[src/rtl/sdram_read.sv]
// sdram_read: SDRAM read engine issuing fixed 4-word READ bursts, crossing rows
// and yielding to the arbiter at burst boundaries, closing each row with PRE-all.
module sdram_read #(
    parameter int CAS_LAT = 3,
    parameter int T_RCD   = 2
) (
    input  logic        sclk,
    input  logic        srst_n,
    input  logic        rd_en,
    output logic        flag_rd_ask,
    output logic        flag_rd_end,
    input  logic        rd_trig,
    input  logic [7:0]  rd_len,
    input  logic [20:0] rd_addr,
    input  logic [15:0] sdram_dq,
    output logic [15:0] rd_data,
    output logic        rd_data_vld,
    output logic [3:0]  sdram_cmd,
    output logic [11:0] sdram_addr,
    output logic [1:0]  sdram_bank,
    output logic        busy
);
    localparam int SRW = CAS_LAT + 4;
    localparam logic [3:0] CMD_NOP = 4'b0111;
    localparam logic [3:0] CMD_ACT = 4'b0011;
    localparam logic [3:0] CMD_RD  = 4'b0101;
    localparam logic [3:0] CMD_PRE = 4'b0010;

    typedef enum logic [5:0] {
        IDLE  = 6'b000001,
        ASK   = 6'b000010,
        ACT   = 6'b000100,
        RD    = 6'b001000,
        DRAIN = 6'b010000,
        PRE   = 6'b100000
    } state_t;

    state_t         state_q, state_d;
    logic [7:0]     cnt_q, cnt_d, rem_q, rem_d;
    logic [11:0]    row_q, row_d, addr_q, addr_d;
    logic [8:0]     col_q, col_d;
    logic           row_end_q, row_end_d;
    logic [3:0]     cmd_q, cmd_d;
    logic [SRW-1:0] sr_q;
    logic           vld_q;
    logic [15:0]    data_q;
    logic [9:0]     col_sum;

    assign col_sum = {1'b0, col_q} + 10'd4;

    always_comb begin
        state_d   = state_q;
        cnt_d     = cnt_q;
        rem_d     = rem_q;
        row_d     = row_q;
        col_d     = col_q;
        row_end_d = row_end_q;
        cmd_d     = CMD_NOP;
        addr_d    = 12'h000;
        case (state_q)
            IDLE: if (rd_trig && rd_len != 8'd0) begin
                state_d = ASK;
                row_d   = rd_addr[20:9];
                col_d   = rd_addr[8:0] & 9'h1FC;
                rem_d   = rd_len;
            end
            ASK: if (rd_en) begin
                state_d = ACT;
                cnt_d   = 8'd0;
            end
            ACT: begin
                cmd_d     = (cnt_q == 8'd0) ? CMD_ACT : CMD_NOP;
                addr_d    = (cnt_q == 8'd0) ? row_q : 12'h000;
                row_end_d = (cnt_q == 8'd0) ? 1'b0 : row_end_q;
                state_d   = (cnt_q == 8'(T_RCD - 1)) ? RD : ACT;
                cnt_d     = (cnt_q == 8'(T_RCD - 1)) ? 8'd0 : cnt_q + 8'd1;
            end
            RD: begin
                cnt_d = cnt_q + 8'd1;
                if (cnt_q == 8'd0) begin
                    cmd_d  = CMD_RD;
                    addr_d = {3'b000, col_q};
                    col_d  = col_sum[8:0];
                    rem_d  = rem_q - 8'd1;
                    if (col_sum[9]) begin
                        row_end_d = 1'b1;
                        row_d     = row_q + 12'd1;
                    end
                end
                // Continuation is decided in the last cycle of the slot so a grant drop never truncates a burst
                if (cnt_q == 8'd3) begin
                    if (rem_q != 8'd0 && !row_end_q && rd_en) cnt_d = 8'd0;
                    else state_d = DRAIN;
                end
            end
            DRAIN: if (sr_q[SRW-1]) begin
                state_d = PRE;
                cnt_d   = 8'd0;
            end
            PRE: begin
                cmd_d  = (cnt_q == 8'd0) ? CMD_PRE : CMD_NOP;
                addr_d = (cnt_q == 8'd0) ? 12'h400 : 12'h000;
                cnt_d  = cnt_q + 8'd1;
                if (cnt_q == 8'd1 && rem_q != 8'd0 && rd_en) begin
                    state_d = ACT;
                    cnt_d   = 8'd0;
                end
                if (cnt_q == 8'd2) state_d = (rem_q == 8'd0) ? IDLE : ASK;
            end
            default: state_d = IDLE;
        endcase
    end

    always_ff @(posedge sclk) begin
        if (!srst_n) begin
            state_q   <= IDLE;
            cnt_q     <= 8'd0;
            rem_q     <= 8'd0;
            row_q     <= 12'h000;
            col_q     <= 9'h000;
            row_end_q <= 1'b0;
            cmd_q     <= CMD_NOP;
            addr_q    <= 12'h000;
            sr_q      <= '0;
            vld_q     <= 1'b0;
            data_q    <= 16'h0000;
        end else begin
            state_q   <= state_d;
            cnt_q     <= cnt_d;
            rem_q     <= rem_d;
            row_q     <= row_d;
            col_q     <= col_d;
            row_end_q <= row_end_d;
            cmd_q     <= cmd_d;
            addr_q    <= addr_d;
            sr_q      <= {sr_q[SRW-2:0], cmd_d == CMD_RD};
            vld_q     <= |sr_q[SRW-1:CAS_LAT];
            data_q    <= sdram_dq;
        end
    end

    assign flag_rd_ask = (state_q == ASK);
    assign flag_rd_end = (state_q == PRE) && (cnt_q == 8'd2);
    assign busy        = (state_q != IDLE);
    assign sdram_cmd   = cmd_q;
    assign sdram_addr  = addr_q;
    assign sdram_bank  = 2'b00;
    assign rd_data     = data_q;
    assign rd_data_vld = vld_q;
endmodule

[config.mk]
export PLATFORM = sky130hd
export DESIGN_NAME = sdram_read
export DESIGN_NICKNAME = d
export VERILOG_FILES = /design/src/rtl/sdram_read.sv
export SDC_FILE = /design/constraint.sdc
export NUM_CORES = 1
export LEC_CHECK = 0
export ABC_AREA = 1
export CORE_ASPECT_RATIO = 0.6
export CORE_MARGIN = 2
export CORE_UTILIZATION = 55
export CTS_BUF_LIST = sky130_fd_sc_hd__clkbuf_16
export CTS_CLUSTER_DIAMETER = 150
export CTS_CLUSTER_SIZE = 20
export DETAILED_ROUTE_END_ITERATION = 7
export DONT_BUFFER_PORTS = 1
export HOLD_SLACK_MARGIN = 0.05
export PLACE_DENSITY = 0.7
export SLEW_MARGIN = 20
export SYNTH_ARGS = -nofsm -noshare
export SYNTH_HDL_FRONTEND = slang
export SYNTH_SLANG_ARGS = --single-unit
[constraint.sdc]
create_clock -name sclk -period 2.12 [get_ports sclk]
set_input_delay 0.318 -clock sclk [delete_from_list [all_inputs] [get_ports sclk]]
set_output_delay 0.318 -clock sclk [all_outputs]
set_load 0.03 [all_outputs]
==> flow_metrics.py <==
metrics = {
    "run_status": {
        "status": "finished clean",
    },
    "global_routing": {
        "grt.total_usage_pct": 24.6,
        "grt_max_degree": 48,
        "grt_pass1_wl_mm": 15.5,
        "grt_pass1_vias": 3244,
        "grt_overflow_total": 0,
        "antenna_found_initial": 0,
    },
    "yosys": {
        "synth_cell_type_count": 37,
        "yosys_warnings": 0,
        "syn-instance-count": 586,
        "async_flop_share_pct": 0,
        "synth_edf_count": 0,
        "synth_flop_cell": "dfxtp_1",
        "ys_ff_latch": 81,
        "synth-seq-area-share_pct": 40.1,
        "avgSynthCellArea_sq_um": 6.90,
        "syn_area_sq_um": 4040,
    },
    "timing": {
        "grt_setup_unrepaired": "false",
        "finalHoldViolCount": 0,
        "hold_ws_ps": 77.5,
        "slew_headroom_pct": 62.4,
        "fmax_ghz": 0.501,
        "setup_tns_ps": 0,
        "finalCritPeriodShare_pct": 94.2,
        "max_slew.worst_pin.slew_ps": 563,
        "finalMaxSlewViolations": 0,
        "period_minus_slack_ps": 2000,
        "finalSetupViolations": 0,
        "finalClockSkew_ps": 9.72,
    },
    "detailed_routing": {
        "drc": 0,
        "vias_per_cell": 5.28,
        "routed_wl_mm": 9.35,
        "post_drt_wl_per_cell_microns": 13.7,
        "drt_iter0_drc": 265,
        "vias": 3606,
        "ant_nets": 0,
        "firstDrtPassIters": 5,
    },
    "setup_path": {
        "cp.depth": 6,
        "max_stage_delay_ps": 370,
        "start_kind": "flop",
        "reg2reg_depth": 11,
        "crit_buf_inv": 2,
        "required_ps": 1800,
        "crit_end": "flag_rd_end",
        "r2r-end": "state_q[5]$_SDFFE_PN0P_",
        "worstSetupPathType": "reg -> out",
        "endpoint_kind": "primary output",
        "cpMostUsedCell": "nor2_4",
        "cp_max_fo": 9,
        "cp.arrival_ps": 1680,
        "cp_slowest_cell": "dfxtp_1",
        "reg2reg_slack_ps": 250,
        "r2r-start": "rem_q[0]$_SDFFE_PN0P_",
        "startpoint": "state_q[0]$_SDFFE_PN1P_",
        "cp_cell_sequence": "nor2_4 > nand2_1 > nor2_4 > inv_2 > nor3_2 > buf_4",
        "crit_family": "simple AND/OR/NAND/NOR gates",
    },
    "flow_run": {
        "cap_violations": 0,
    },
    "power": {
        "p_clk_share_pct": 29.5,
        "intPower_mw": 3.19,
        "power_frac_seq_pct": 40.1,
        "p_per_area_nw_per_um2": 1170,
        "switching_power_mw": 1.92,
        "combPwrFrac_pct": 30.3,
        "leakage_nw": 2.03,
        "irDropWorstVdd_uv": 728,
        "switching_share_pct": 37.6,
    },
    "hold_path": {
        "min_path_type": "in -> reg",
        "worstHoldStart": "sdram_dq[4]",
    },
    "placed_design": {
        "place.port_buffers": 0,
        "dpl.hpwl_mm": 6.74,
        "gp_congestion": 0.936,
        "dp_cells": 667,
    },
    "clock_tree": {
        "h-tree-depth": 3,
        "path_clk_slew_ps": 60,
        "cts.sinks": 81,
        "root_buffer": "clkbuf_16",
        "post_cts_resized": 0,
        "clockBufferDepth": 2,
        "cts_post_setup_buffers_inserted": 0,
        "ctsHoldBuffers": 0,
        "cts_buffers": 9,
        "clock_latency_ps": 340,
        "cts_tree": "yes",
    },
    "cells_and_area": {
        "drive_gt1_share_pct": 8.78,
        "stdcell_count": 683,
        "nNetsFinal": 643,
        "area_growth_pct": 8.33,
        "antenna_cells": 0,
    },
    "floorplan": {
        "die_area_sq_um": 8070,
        "die_x_microns": 115,
        "pin_count": 87,
        "start_util_pct": 56.3,
        "rows": 24,
        "core-area_sq_um": 7180,
        "die_h_microns": 70.4,
    },
}
## registers in the layout, summed over array words and instances (netlist names)
name / cells
sdram_addr: 12
row_q: 12
rem_q: 8
row_end_q: 1
rd_data: 16
rd_data_vld: 1
state_q: 6
sr_q: 7
sdram_cmd: 3
cnt_q: 8
col_q: 7
## synthesized netlist by cell type, types with 2 or more instances
| cell | count | area, sq um |
|---|---|---|
| a21oi_1 | 32 | 160 |
| a31o_1 | 2 | 17.5 |
| buf_2 | 4 | 20.0 |
| buf_4 | 7 | 52.6 |
| buf_6 | 5 | 56.3 |
| clkbuf_1 | 7 | 26.3 |
| dfxtp_1 | 81 | 1620 |
| ha_1 | 7 | 87.6 |
| inv_1 | 70 | 263 |
| inv_2 | 3 | 11.3 |
| nand2_1 | 159 | 597 |
| nand2_2 | 4 | 25.0 |
| nand2_4 | 2 | 22.5 |
| nand3_1 | 31 | 155 |
| nand3_2 | 2 | 20.0 |
| nand4_1 | 14 | 87.6 |
| nor2_1 | 70 | 263 |
| nor2_2 | 3 | 18.8 |
| nor2_4 | 5 | 56.3 |
| nor3_1 | 13 | 65.1 |
| nor4_1 | 3 | 18.8 |
| o21ai_0 | 28 | 140 |
| o21ai_1 | 10 | 50.1 |
| o31ai_1 | 3 | 22.5 |
| or2_2 | 3 | 18.8 |
| xor2_1 | 7 | 61.3 |
## worst min-delay path by stage
| stage | endpoint | slack, ps | depth (start not counted) |
|---|---|---|---|
| final | rd_data[4]$_SDFF_PN0_ | 80 | 2 |
| after detailed placement | sr_q[1]$_SDFF_PN0_ | 400 | 2 |
| after global placement | sr_q[1]$_SDFF_PN0_ | 390 | 2 |
| after CTS | rd_data[4]$_SDFF_PN0_ | 70 | 2 |
| after floorplan | sr_q[1]$_SDFF_PN0_ | 390 | 2 |
| after global routing | rd_data[10]$_SDFF_PN0_ | 70 | 2 |
## power by group through the flow
stage                     combinational (mW)  clock, mW  sequential [mW]
final                                   1.55       1.51             2.05
after global routing                    1.78       1.60             2.09
after CTS                               1.54       1.53             2.04
after detailed placement                1.53          0             2.08
after global placement                  1.50          0             2.07
after floorplan                         1.27          0             2.01
## layer usage
metal	vias to the layer above	wire, microns	track usage, %
met5	-	0	0
met4	0	86	6.50
met3	8	739	6.68
met2	140	3800	34.1
met1	1602	4720	37.1
li1	1856	-	-
## final cells by class
cell class | count | area [sq um]
inverter | 74 | 278
clock inverter | 7 | 62.6
fill | 665 | 2800
clock buffer | 9 | 225
timing repair buffer | 11 | 82.6
sequential | 81 | 1620
tap | 91 | 114
multi-input combinational | 410 | 2000
## worst register-to-register path, delay by kind of cell (launching register included)
family / cells / cell delay [ps]
simple gates: 6 / 860
flops: 1 / 310
buf+inv: 3 / 230
fa+ha+maj: 1 / 230
compound gates: 1 / 140
## cell usage in the layout (no fill, tap or decap), types with 3 or more instances in the layout
cell type / instances
a21oi_1: 32
conb_1: 3
nand2_1: 159
clkbuf_16: 9
dfxtp_1: 81
nor3_1: 13
nor2_1: 70
inv_2: 3
nor2_2: 3
nor2_4: 5
inv_1: 71
nand3_1: 31
buf_4: 11
nand4_1: 14
o31ai_1: 3
nand2_2: 4
xor2_1: 7
nor4_1: 3
or2_2: 3
ha_1: 7
o21ai_1: 10
o21ai_0: 28
## metrics by stage
| step | power [mW] | instance area, sq um | util, % | worst slack (ps) |
|---|---|---|---|---|
| after detailed placement | 3.61 | 4090 | 57.0 | 278 |
| final | 5.11 | 4380 | 61.0 | 122 |
| after global routing | 5.48 | 4380 | 61.0 | 14.4 |
| after floorplan | 3.28 | 4050 | - | 491 |
| after global placement | 3.57 | 4090 | 57.0 | 297 |
| after CTS | 5.12 | 4380 | 61.0 | 108 |
## logic make-up (layout without fill, tap and decap cells)
kind of cell | count (synthesis) | count (layout) | share of synthesized area, %
AOI/OAI and AO/OA | 80 | 80 | 10.6
DFF | 81 | 81 | 40.1
other | 1 | 3 | 0.0928
xor gates and xnor gates | 8 | 8 | 1.73
and+or+nand+nor | 312 | 312 | 34.5
buffers and inverters | 97 | 101 | 10.7
adders and majority gates | 7 | 7 | 2.17
Power figures use the tool's default switching activity.
